$ cat config.mk
export PLATFORM = sky130hd
export DESIGN_NAME = pc_sequencer_flat
export DESIGN_NICKNAME = d
export VERILOG_FILES = /design/src/rtl/cpu_pkg.sv /design/src/rtl/pc_sequencer_if.sv /design/src/rtl/pc_sequencer.sv /design/src/flat_wrapper.sv
export SDC_FILE = /design/constraint.sdc
export NUM_CORES = 1
export LEC_CHECK = 0
export CAP_MARGIN = 40
export CORE_MARGIN = 10
export CORE_UTILIZATION = 35
export CTS_CLUSTER_SIZE = 16
export DETAILED_ROUTE_END_ITERATION = 10
export PLACE_DENSITY = 0.72
export SLEW_MARGIN = 25
export SYNTH_ARGS = -nofsm -noshare
export SYNTH_HDL_FRONTEND = slang
export SYNTH_SLANG_ARGS = --single-unit
$ cat constraint.sdc
create_clock -name Clk -period 2.48 [get_ports Clk]
set_input_delay 0.248 -clock Clk [delete_from_list [all_inputs] [get_ports Clk]]
set_output_delay 0.248 -clock Clk [all_outputs]
set_load 0.03 [all_outputs]
$ cat src/rtl/cpu_pkg.sv
// cpu_pkg: shared types and widths for the fetch sequencer.
package cpu_pkg;
    typedef enum logic [1:0] {IDLE, RUN, HALT} seq_state_t;
    localparam int PC_WIDTH_DEF = 12;
    localparam int LUT_IDX_W = 4;
endpackage

$ cat src/rtl/pc_sequencer_if.sv
// pc_sequencer_if: control, lookup-table and status signals around the PC sequencer.
interface pc_sequencer_if import cpu_pkg::*; #(
    parameter int PC_width  = PC_WIDTH_DEF,
    parameter int CNT_width = 16
);
    logic                 start;
    logic [PC_width-1:0]  start_addr;
    logic                 stall;
    logic                 halt;
    logic                 jump_en;
    logic                 branch_en;
    logic                 rel_mode;
    logic [LUT_IDX_W-1:0] lut_sel;
    logic [LUT_IDX_W-1:0] lut_addr;
    logic [PC_width-1:0]  lut_data;
    logic [PC_width-1:0]  pc;
    logic                 running;
    logic                 done;
    logic                 redirect;
    logic [CNT_width-1:0] instr_count;
    modport slave (
        input  start, start_addr, stall, halt, jump_en, branch_en, rel_mode, lut_sel, lut_data,
        output lut_addr, pc, running, done, redirect, instr_count
    );
    modport master (
        output start, start_addr, stall, halt, jump_en, branch_en, rel_mode, lut_sel, lut_data,
        input  lut_addr, pc, running, done, redirect, instr_count
    );
endinterface

$ cat src/rtl/pc_sequencer.sv
// pc_sequencer: owns the PC, sequences fetch through IDLE/RUN/HALT and counts retired instructions.
module pc_sequencer import cpu_pkg::*; #(
    parameter int PC_width  = PC_WIDTH_DEF,
    parameter int CNT_width = 16
) (
    input logic           Clk,
    input logic           Reset,
    pc_sequencer_if.slave bus
);
    seq_state_t           state_q, state_d;
    logic [PC_width-1:0]  pc_q, pc_d, target;
    logic [CNT_width-1:0] cnt_q, cnt_d, cnt_inc;
    logic                 redirect_q, redirect_d, take;

    assign bus.lut_addr    = bus.lut_sel;
    assign bus.pc          = pc_q;
    assign bus.running     = state_q == RUN;
    assign bus.done        = state_q == HALT;
    assign bus.redirect    = redirect_q;
    assign bus.instr_count = cnt_q;

    assign take    = bus.jump_en | bus.branch_en;
    assign target  = bus.rel_mode ? pc_q + bus.lut_data : bus.lut_data;
    // Retire count sticks at all-ones rather than wrapping.
    assign cnt_inc = &cnt_q ? cnt_q : cnt_q + CNT_width'(1);

    always_comb begin
        state_d    = state_q;
        pc_d       = pc_q;
        cnt_d      = cnt_q;
        redirect_d = 1'b0;
        if (bus.start) begin
            state_d = RUN;
            pc_d    = bus.start_addr;
            cnt_d   = '0;
        end else if (state_q == RUN) begin
            if (bus.halt) begin
                state_d = HALT;
                cnt_d   = cnt_inc;
            end else if (!bus.stall) begin
                cnt_d      = cnt_inc;
                pc_d       = take ? target : pc_q + PC_width'(1);
                redirect_d = take;
            end
        end
    end

    always_ff @(posedge Clk or posedge Reset) begin
        if (Reset) begin
            state_q    <= IDLE;
            pc_q       <= '0;
            cnt_q      <= '0;
            redirect_q <= 1'b0;
        end else begin
            state_q    <= state_d;
            pc_q       <= pc_d;
            cnt_q      <= cnt_d;
            redirect_q <= redirect_d;
        end
    end
endmodule

$ cat src/flat_wrapper.sv
// flat-port wrapper written by rule: the top's interface ports become plain ports
module pc_sequencer_flat import cpu_pkg::*;
#(
    parameter int PC_width  = PC_WIDTH_DEF,
    parameter int CNT_width = 16
)
  (Clk, Reset, bus_start, bus_start_addr, bus_stall, bus_halt, bus_jump_en, bus_branch_en, bus_rel_mode, bus_lut_sel, bus_lut_data, bus_lut_addr, bus_pc, bus_running, bus_done, bus_redirect, bus_instr_count);
  pc_sequencer_if #(.PC_width(PC_width), .CNT_width(CNT_width)) bus_i ();
  input logic Clk;
  input logic Reset;
  input wire logic [$bits(bus_i.start)-1:0] bus_start;
  input wire logic [$bits(bus_i.start_addr)-1:0] bus_start_addr;
  input wire logic [$bits(bus_i.stall)-1:0] bus_stall;
  input wire logic [$bits(bus_i.halt)-1:0] bus_halt;
  input wire logic [$bits(bus_i.jump_en)-1:0] bus_jump_en;
  input wire logic [$bits(bus_i.branch_en)-1:0] bus_branch_en;
  input wire logic [$bits(bus_i.rel_mode)-1:0] bus_rel_mode;
  input wire logic [$bits(bus_i.lut_sel)-1:0] bus_lut_sel;
  input wire logic [$bits(bus_i.lut_data)-1:0] bus_lut_data;
  output wire logic [$bits(bus_i.lut_addr)-1:0] bus_lut_addr;
  output wire logic [$bits(bus_i.pc)-1:0] bus_pc;
  output wire logic [$bits(bus_i.running)-1:0] bus_running;
  output wire logic [$bits(bus_i.done)-1:0] bus_done;
  output wire logic [$bits(bus_i.redirect)-1:0] bus_redirect;
  output wire logic [$bits(bus_i.instr_count)-1:0] bus_instr_count;
  assign bus_i.start = bus_start;
  assign bus_i.start_addr = bus_start_addr;
  assign bus_i.stall = bus_stall;
  assign bus_i.halt = bus_halt;
  assign bus_i.jump_en = bus_jump_en;
  assign bus_i.branch_en = bus_branch_en;
  assign bus_i.rel_mode = bus_rel_mode;
  assign bus_i.lut_sel = bus_lut_sel;
  assign bus_i.lut_data = bus_lut_data;
  assign bus_lut_addr = bus_i.lut_addr;
  assign bus_pc = bus_i.pc;
  assign bus_running = bus_i.running;
  assign bus_done = bus_i.done;
  assign bus_redirect = bus_i.redirect;
  assign bus_instr_count = bus_i.instr_count;
  pc_sequencer #(.PC_width(PC_width), .CNT_width(CNT_width)) u_core (.Clk(Clk), .Reset(Reset), .bus(bus_i));
endmodule
==> results of run 1 <==
## where the power goes
part / total, W / internal, W / switching (W) / leakage [nW]
sequential: 0.000575 / 0.000538 / 0.0000374 / 0.402
combinational: 0.000684 / 0.000311 / 0.000373 / 0.965
clock: 0.000407 / 0.000218 / 0.000190 / 0.0470
## sequential cells by signal (all words and copies together), names as in the netlist
name / flops
u_core.bus.instr_count: 16
u_core.bus.pc: 12
u_core.bus.redirect: 1
u_core.state_q: 2
## cells in the final DEF (no fill, tap or decap), drive strengths merged, types with 3 or more instances in the layout
cell type / n
and4: 3
mux2i: 7
and3: 8
nor3: 6
nor2b: 4
xnor2: 8
o21a: 4
a211oi: 5
o22ai: 3
nor4: 5
or2: 3
o31ai: 4
or3: 3
a21oi: 23
nand2: 34
ha: 13
nand3: 13
a2bb2oi: 3
o211ai: 5
inv: 8
nand4: 7
dfrtp: 31
o21ai: 22
buf: 20
clkdlybuf4s50: 62
a21boi: 3
a31oi: 4
nor2: 30
clkbuf: 6
xor2: 14
## worst min-delay path by stage
stage / startpoint / to / slack, ps / depth (start not counted)
floorplan: Reset / u_core.bus.instr_count[0] / 350 / 1
global placement: bus_lut_sel[1] / bus_lut_addr[1] / 500 / 0
detailed placement: bus_lut_sel[1] / bus_lut_addr[1] / 500 / 0
CTS: Reset / u_core.bus.instr_count[0] / 360 / 3
global route: Reset / u_core.bus.instr_count[3] / 390 / 3
finish: Reset / u_core.bus.instr_count[3] / 340 / 3
## layout make-up
| class | count | area share, % |
|---|---|---|
| inverters | 9 | 0.983 |
| clock buffers | 6 | 2.40 |
| clock inverters | 1 | 0.146 |
| flip-flops and latches | 31 | 22.6 |
| repair buffers | 82 | 22.4 |
| multi-input cells | 250 | 47.9 |
| well taps | 99 | 3.61 |
## through the flow
step	total power, W	TNS [ps]	setup WS, ps	cell area, sq um
after floorplan	0.00101	0	208	2550
after global placement	0.00125	0	30.8	3350
after detailed placement	0.00126	-27.6	-27.6	3350
after CTS	0.00167	0	251	3440
after global routing	0.00177	0	83.0	3440
final	0.00167	0	244	3440
## metal layers
metal / up-vias / share of wire, % / routed length, microns
li1: 1253 / - / -
met3: 10 / 8.1 / 609
met1: 1204 / 44 / 3290
met5: - / 0 / 0
met4: 0 / 1.2 / 89
met2: 80 / 47 / 3540
## synth_stat cells (4+ instances only)
cell type / count / area (sq um)
clkbuf_1: 6 / 22.5
xnor2_1: 8 / 70.1
nand4_1: 6 / 37.5
dfrtp_1: 31 / 776
o211ai_1: 4 / 30.0
xor2_1: 14 / 123
o21ai_0: 12 / 60.1
inv_1: 8 / 30.0
buf_4: 5 / 37.5
nor4_1: 5 / 31.3
ha_1: 13 / 163
and3_1: 7 / 43.8
a211oi_1: 5 / 37.5
nor3_1: 5 / 25.0
nor2b_1: 4 / 25.0
mux2i_1: 7 / 70.1
nor2_1: 29 / 109
nand2_1: 32 / 120
o21ai_1: 10 / 50.1
nand3_1: 13 / 65.1
a21oi_1: 23 / 115
o21a_1: 4 / 30.0
## cells by family (layout without fill, tap and decap cells)
logic type                 Yosys count  count (layout)  synth area share [%]
muxes                                8               8                  3.19
and+or+nand+nor                    122             122                  24.6
xor gates and xnor gates            22              22                  7.55
DFF                                 31              31                  30.4
AOI/OAI and AO/OA                   84              84                  21.9
adders and majority gates           14              14                  7.16
buffers and inverters               24              98                  5.20
## worst register-to-register path, stage by stage (launching register included)
cell	delay (ps)
dfrtp_1	480
inv_1	100
fa_1	460
nor2b_1	190
o31ai_2	90
a21oi_1	250
nor4_1	90
nor4_1	270
a2bb2oi_1	170
==> flow_summary.json, run 1 <==
{
  "postCtsResizedCells": 0,
  "start_util_pct": 35.6,
  "rsz0062_at_grt": "false",
  "whs_ps": 338,
  "critPathCapture": "u_core.bus.pc[10]",
  "use_met1_pct": 17.1,
  "crit_path_frequent_cell": "nor4_1",
  "dp.cells": 471,
  "routed_wl_microns": 7530,
  "hold_buffers": 0,
  "first_pass_iters": 4,
  "stdcell_count": 478,
  "cts.sinks": 31,
  "ys_warn_count": 0,
  "regArea_sq_um": 776,
  "final_nets": 429,
  "synth_cells": 305,
  "startpoint": "bus_lut_data[0]",
  "root_buffer": "clkbuf_8",
  "critPathMaxStageDelay_ps": 480,
  "critical_path.max_fanout": 3,
  "power_leakage_nw": 1.41,
  "cts_tree": "done",
  "htreeDepth": 2,
  "ys_seq_elements": 31,
  "fill_cells": 688,
  "busiest_layer": "met2",
  "vias_per_cell": 5.33,
  "synthFlopType": "dfrtp_1",
  "arrival_ps": 2440,
  "tightest_slew_ps": 514,
  "cpMaxStageDelayCell": "clkdlybuf4s50_1",
  "netlist_area_sq_um": 2550,
  "cp.depth": 10,
  "cp_num_buf_inv": 2,
  "route.detailed.drc": 0,
  "grt_pass1_wl_microns": 12700,
  "synth-async-reset-ratio_pct": 100,
  "die_w_microns": 105,
  "portBuffers": 62,
  "area_growth_pct": 34.6,
  "coreArea_sq_um": 7180,
  "via_count": 2547,
  "reg2reg_to": "u_core.bus.pc[10]",
  "cts_setup_buffers": 0,
  "slew_headroom_pct": 65.6,
  "die_y_microns": 105,
  "utilization_pct": 47.9,
  "syn_area_per_cell_sq_um": 8.37,
  "gp_congestion": 0.861,
  "cts.clk_slew.worst_paths_ps": 70,
  "grt_pass1_vias": 2590,
  "avgRoutedWirePerCell_microns": 15.8,
  "antenna_cells": 0,
  "route.antenna.remaining_nets": 0,
  "path_class": "in2reg",
  "ios": 71,
  "rr_startpoint": "u_core.bus.pc[1]",
  "syn_nets": 355,
  "path_cells": "clkdlybuf4s50_1 > ha_1 > inv_1 > fa_1 > nor2b_1 > o31ai_2 > a21oi_1 > nor4_1 > nor4_1 > a2bb2oi_1",
  "slew_violations": 0,
  "ys_types": 57,
  "drt-initial-drc-count": 221,
  "ir_worst_vdd_uv": 205,
  "drive_above_1_share_pct": 11.9,
  "p_per_area_nw_per_um2": 485,
  "hold_viol": 0,
  "yosysSeqAreaShare_pct": 30.4,
  "cpLargestDelayFamily": "adder cells",
  "clockBufferDepth": 2,
  "finalCritPeriodShare_pct": 90.2,
  "rrSetupSlack_ps": 300,
  "dp_hpwl_microns": 5900,
  "clk-insertion-delay-late_ps": 280,
  "grt_max_degree": 32,
  "grtUsageTotal_pct": 13.6,
  "hold_path.class": "in2async",
  "grt-ovfl-total": 0,
  "maxCapViolCount": 0,
  "antenna_found_initial": 0,
  "outcome": "finished, final reports clean",
  "worstSetupStartpointType": "input port",
  "critPathRequiredTime_ps": 2690,
  "fin_skew_ps": 8.00,
  "rows": 31,
  "timing.fmax_mhz": 447,
  "critPathCaptureType": "flop",
  "period_needed_ps": 2240,
  "die_area_sq_um": 11100,
  "setup_viol": 0,
  "grtUsageMet2_pct": 22.2,
  "reg2regPathDepth": 8,
  "use_met3_pct": 3.96,
  "multi_input_comb_area_sq_um": 1640,
  "synth-edff-count": 0,
  "cts_made_buffers": 5
}
Note: power is estimated with default switching activity, not from simulation.
==> run 2, diff against run 1 <==
DONT_BUFFER_PORTS = 1   (was not set)
PLACE_DENSITY = 0.6   (was 0.72)
==> run 2 against run 1 <==
Against the previous run:
- count of clock-buffer cells in the layout unchanged
- clock power increased by 31%
- clock skew decreased by 3.2 ps
- routed wire length decreased by 1.7%
- sequential power about the same
- global-route usage decreased by 0.51 points
- total power decreased by 1.3%
- non-clock buffer count decreased by 59
- critical path type is now reg2reg
- highest routed layer unchanged
==> flow_summary.json, run 2 (synthesized netlist as in run 1, its figures left out) <==
{
  "cts_setup_buffers": 0,
  "gp_congestion": 0.881,
  "outcome": "finished, final reports clean",
  "cts_made_buffers": 5,
  "power_leakage_nw": 1.22,
  "rrSetupSlack_ps": 260,
  "grt-ovfl-total": 0,
  "arrival_ps": 2430,
  "avgRoutedWirePerCell_microns": 17.6,
  "portBuffers": 0,
  "worstSetupStartpointType": "flop",
  "final_area_sq_um": 2880,
  "hold_path.startpoint": "bus_start",
  "rr_startpoint": "u_core.bus.pc[1]",
  "grt_pass1_wl_microns": 12000,
  "slew_violations": 0,
  "area_growth_pct": 12.7,
  "maxCapViolCount": 0,
  "final_cell_mix": "32 x nand2_1, 31 x dfrtp_1, 29 x nor2_1",
  "rsz0062_at_grt": "false",
  "setup_viol": 0,
  "worstHoldEndpoint": "u_core.state_q[1]",
  "grt_max_degree": 39,
  "die_area_sq_um": 11100,
  "stdcell_count": 420,
  "start_util_pct": 35.6,
  "place_area_sq_um": 2740,
  "grtUsageTotal_pct": 13.1,
  "timing.fmax_mhz": 451,
  "dp_slack_ps": 284,
  "ir_worst_vdd_uv": 233,
  "vias_per_cell": 5.49,
  "die_y_microns": 105,
  "dp.cells": 410,
  "route.detailed.drc": 0,
  "ios": 71,
  "rows": 31,
  "hold_viol": 0,
  "first_pass_iters": 4,
  "setup_ws_ps": 262,
  "cts.sinks": 31,
  "antenna_cells": 0,
  "startpoint": "u_core.bus.pc[1]",
  "via_count": 2305,
  "clk-insertion-delay-late_ps": 280,
  "p_per_area_nw_per_um2": 571,
  "period_needed_ps": 2220,
  "cts_tree": "done",
  "final_nets": 370,
  "clockBufferDepth": 2,
  "cts.clk_slew.worst_paths_ps": 80,
  "finalCritPeriodShare_pct": 89.4,
  "critPathRequiredTime_ps": 2690,
  "die_w_microns": 105,
  "fin_skew_ps": 4.81,
  "hold_path.class": "in2reg",
  "critical_path.max_fanout": 7,
  "root_buffer": "clkbuf_8",
  "largest_reg_flops": 16,
  "reg2regPathDepth": 8,
  "route.antenna.remaining_nets": 0,
  "slew_headroom_pct": 47.7,
  "fill_cells": 734,
  "min_path_cells": 1,
  "path_class": "reg2reg",
  "antenna_found_initial": 0,
  "hold_buffers": 0,
  "grt_pass1_vias": 2234,
  "coreArea_sq_um": 7180,
  "postCtsResizedCells": 0,
  "htreeDepth": 2,
  "tightest_slew_ps": 782,
  "critPathCaptureType": "flop",
  "routed_wl_microns": 7400,
  "setup_tns_ps": 0,
  "reg2reg_to": "u_core.bus.pc[10]",
  "drt-initial-drc-count": 85,
  "dp_hpwl_microns": 5650,
  "layout_commonest_cell": "nand2_1",
  "drive_above_1_share_pct": 15.0
}
==> run 2: cell count changes in the layout (fill, tap and decap cells not counted) <==
cell,change
dlygate4sd3_1,+1
buf_4,+1
buf_8,+1
clkdlybuf4s50_1,-62
bufinv_16,+1
==> run 2: how the worst max path moves through the flow <==
stage,to,cells after the start
after global placement,u_core.bus.pc[10],9
after detailed placement,u_core.bus.pc[10],8
after CTS,u_core.bus.pc[10],8
final,u_core.bus.pc[10],8
after global routing,u_core.bus.pc[10],8
after floorplan,u_core.bus.pc[10],9
==> run 2: critical path: stages (launching register included) <==
cell and delay (ps):
dfrtp_1 460, inv_1 100, fa_1 440, nor2b_1 230, o31ai_2 110, a21oi_1 270
nor4_1 90, nor4_1 280, a2bb2oi_1 180
==> run 2: metrics by stage <==
| step | utilization (%) | power [W] | hold slack (ps) |
|---|---|---|---|
| after floorplan | - | 0.00101 | 352 |
| after global placement | 38.1 | 0.00111 | 328 |
| after detailed placement | 38.1 | 0.00111 | 325 |
| after CTS | 39.8 | 0.00165 | 31.8 |
| after global routing | 40.1 | 0.00174 | 16.2 |
| final | 40.1 | 0.00164 | 45.2 |
==> run 2: final cells by class <==
cell class / instances / area (sq um) / area share (%)
Inverter: 9 / 33.8 / 1.17
Sequential cell: 31 / 776 / 27.0
Clock inverter: 2 / 35.0 / 1.22
Tap cell: 99 / 124 / 4.30
Clock buffer: 6 / 82.6 / 2.87
Timing Repair Buffer: 23 / 183 / 6.35
Multi-Input combinational cell: 250 / 1640 / 57.1
==> run 2: where the power goes <==
group          switching, W  internal (W)  leakage (nW)  total, W
sequential        0.0000369      0.000537         0.402  0.000574
clock              0.000209      0.000325        0.0612  0.000534
combinational      0.000326      0.000210         0.752  0.000536
==> run 2: routing by layer <==
| metal | global-route usage [%] | up-vias | wire length [microns] |
|---|---|---|---|
| met5 | 0 | - | 0 |
| met4 | 2.16 | 0 | 49 |
| met3 | 6.76 | 6 | 836 |
| met2 | 21.2 | 67 | 3330 |
| met1 | 15.5 | 1093 | 3190 |
| li1 | - | 1139 | - |
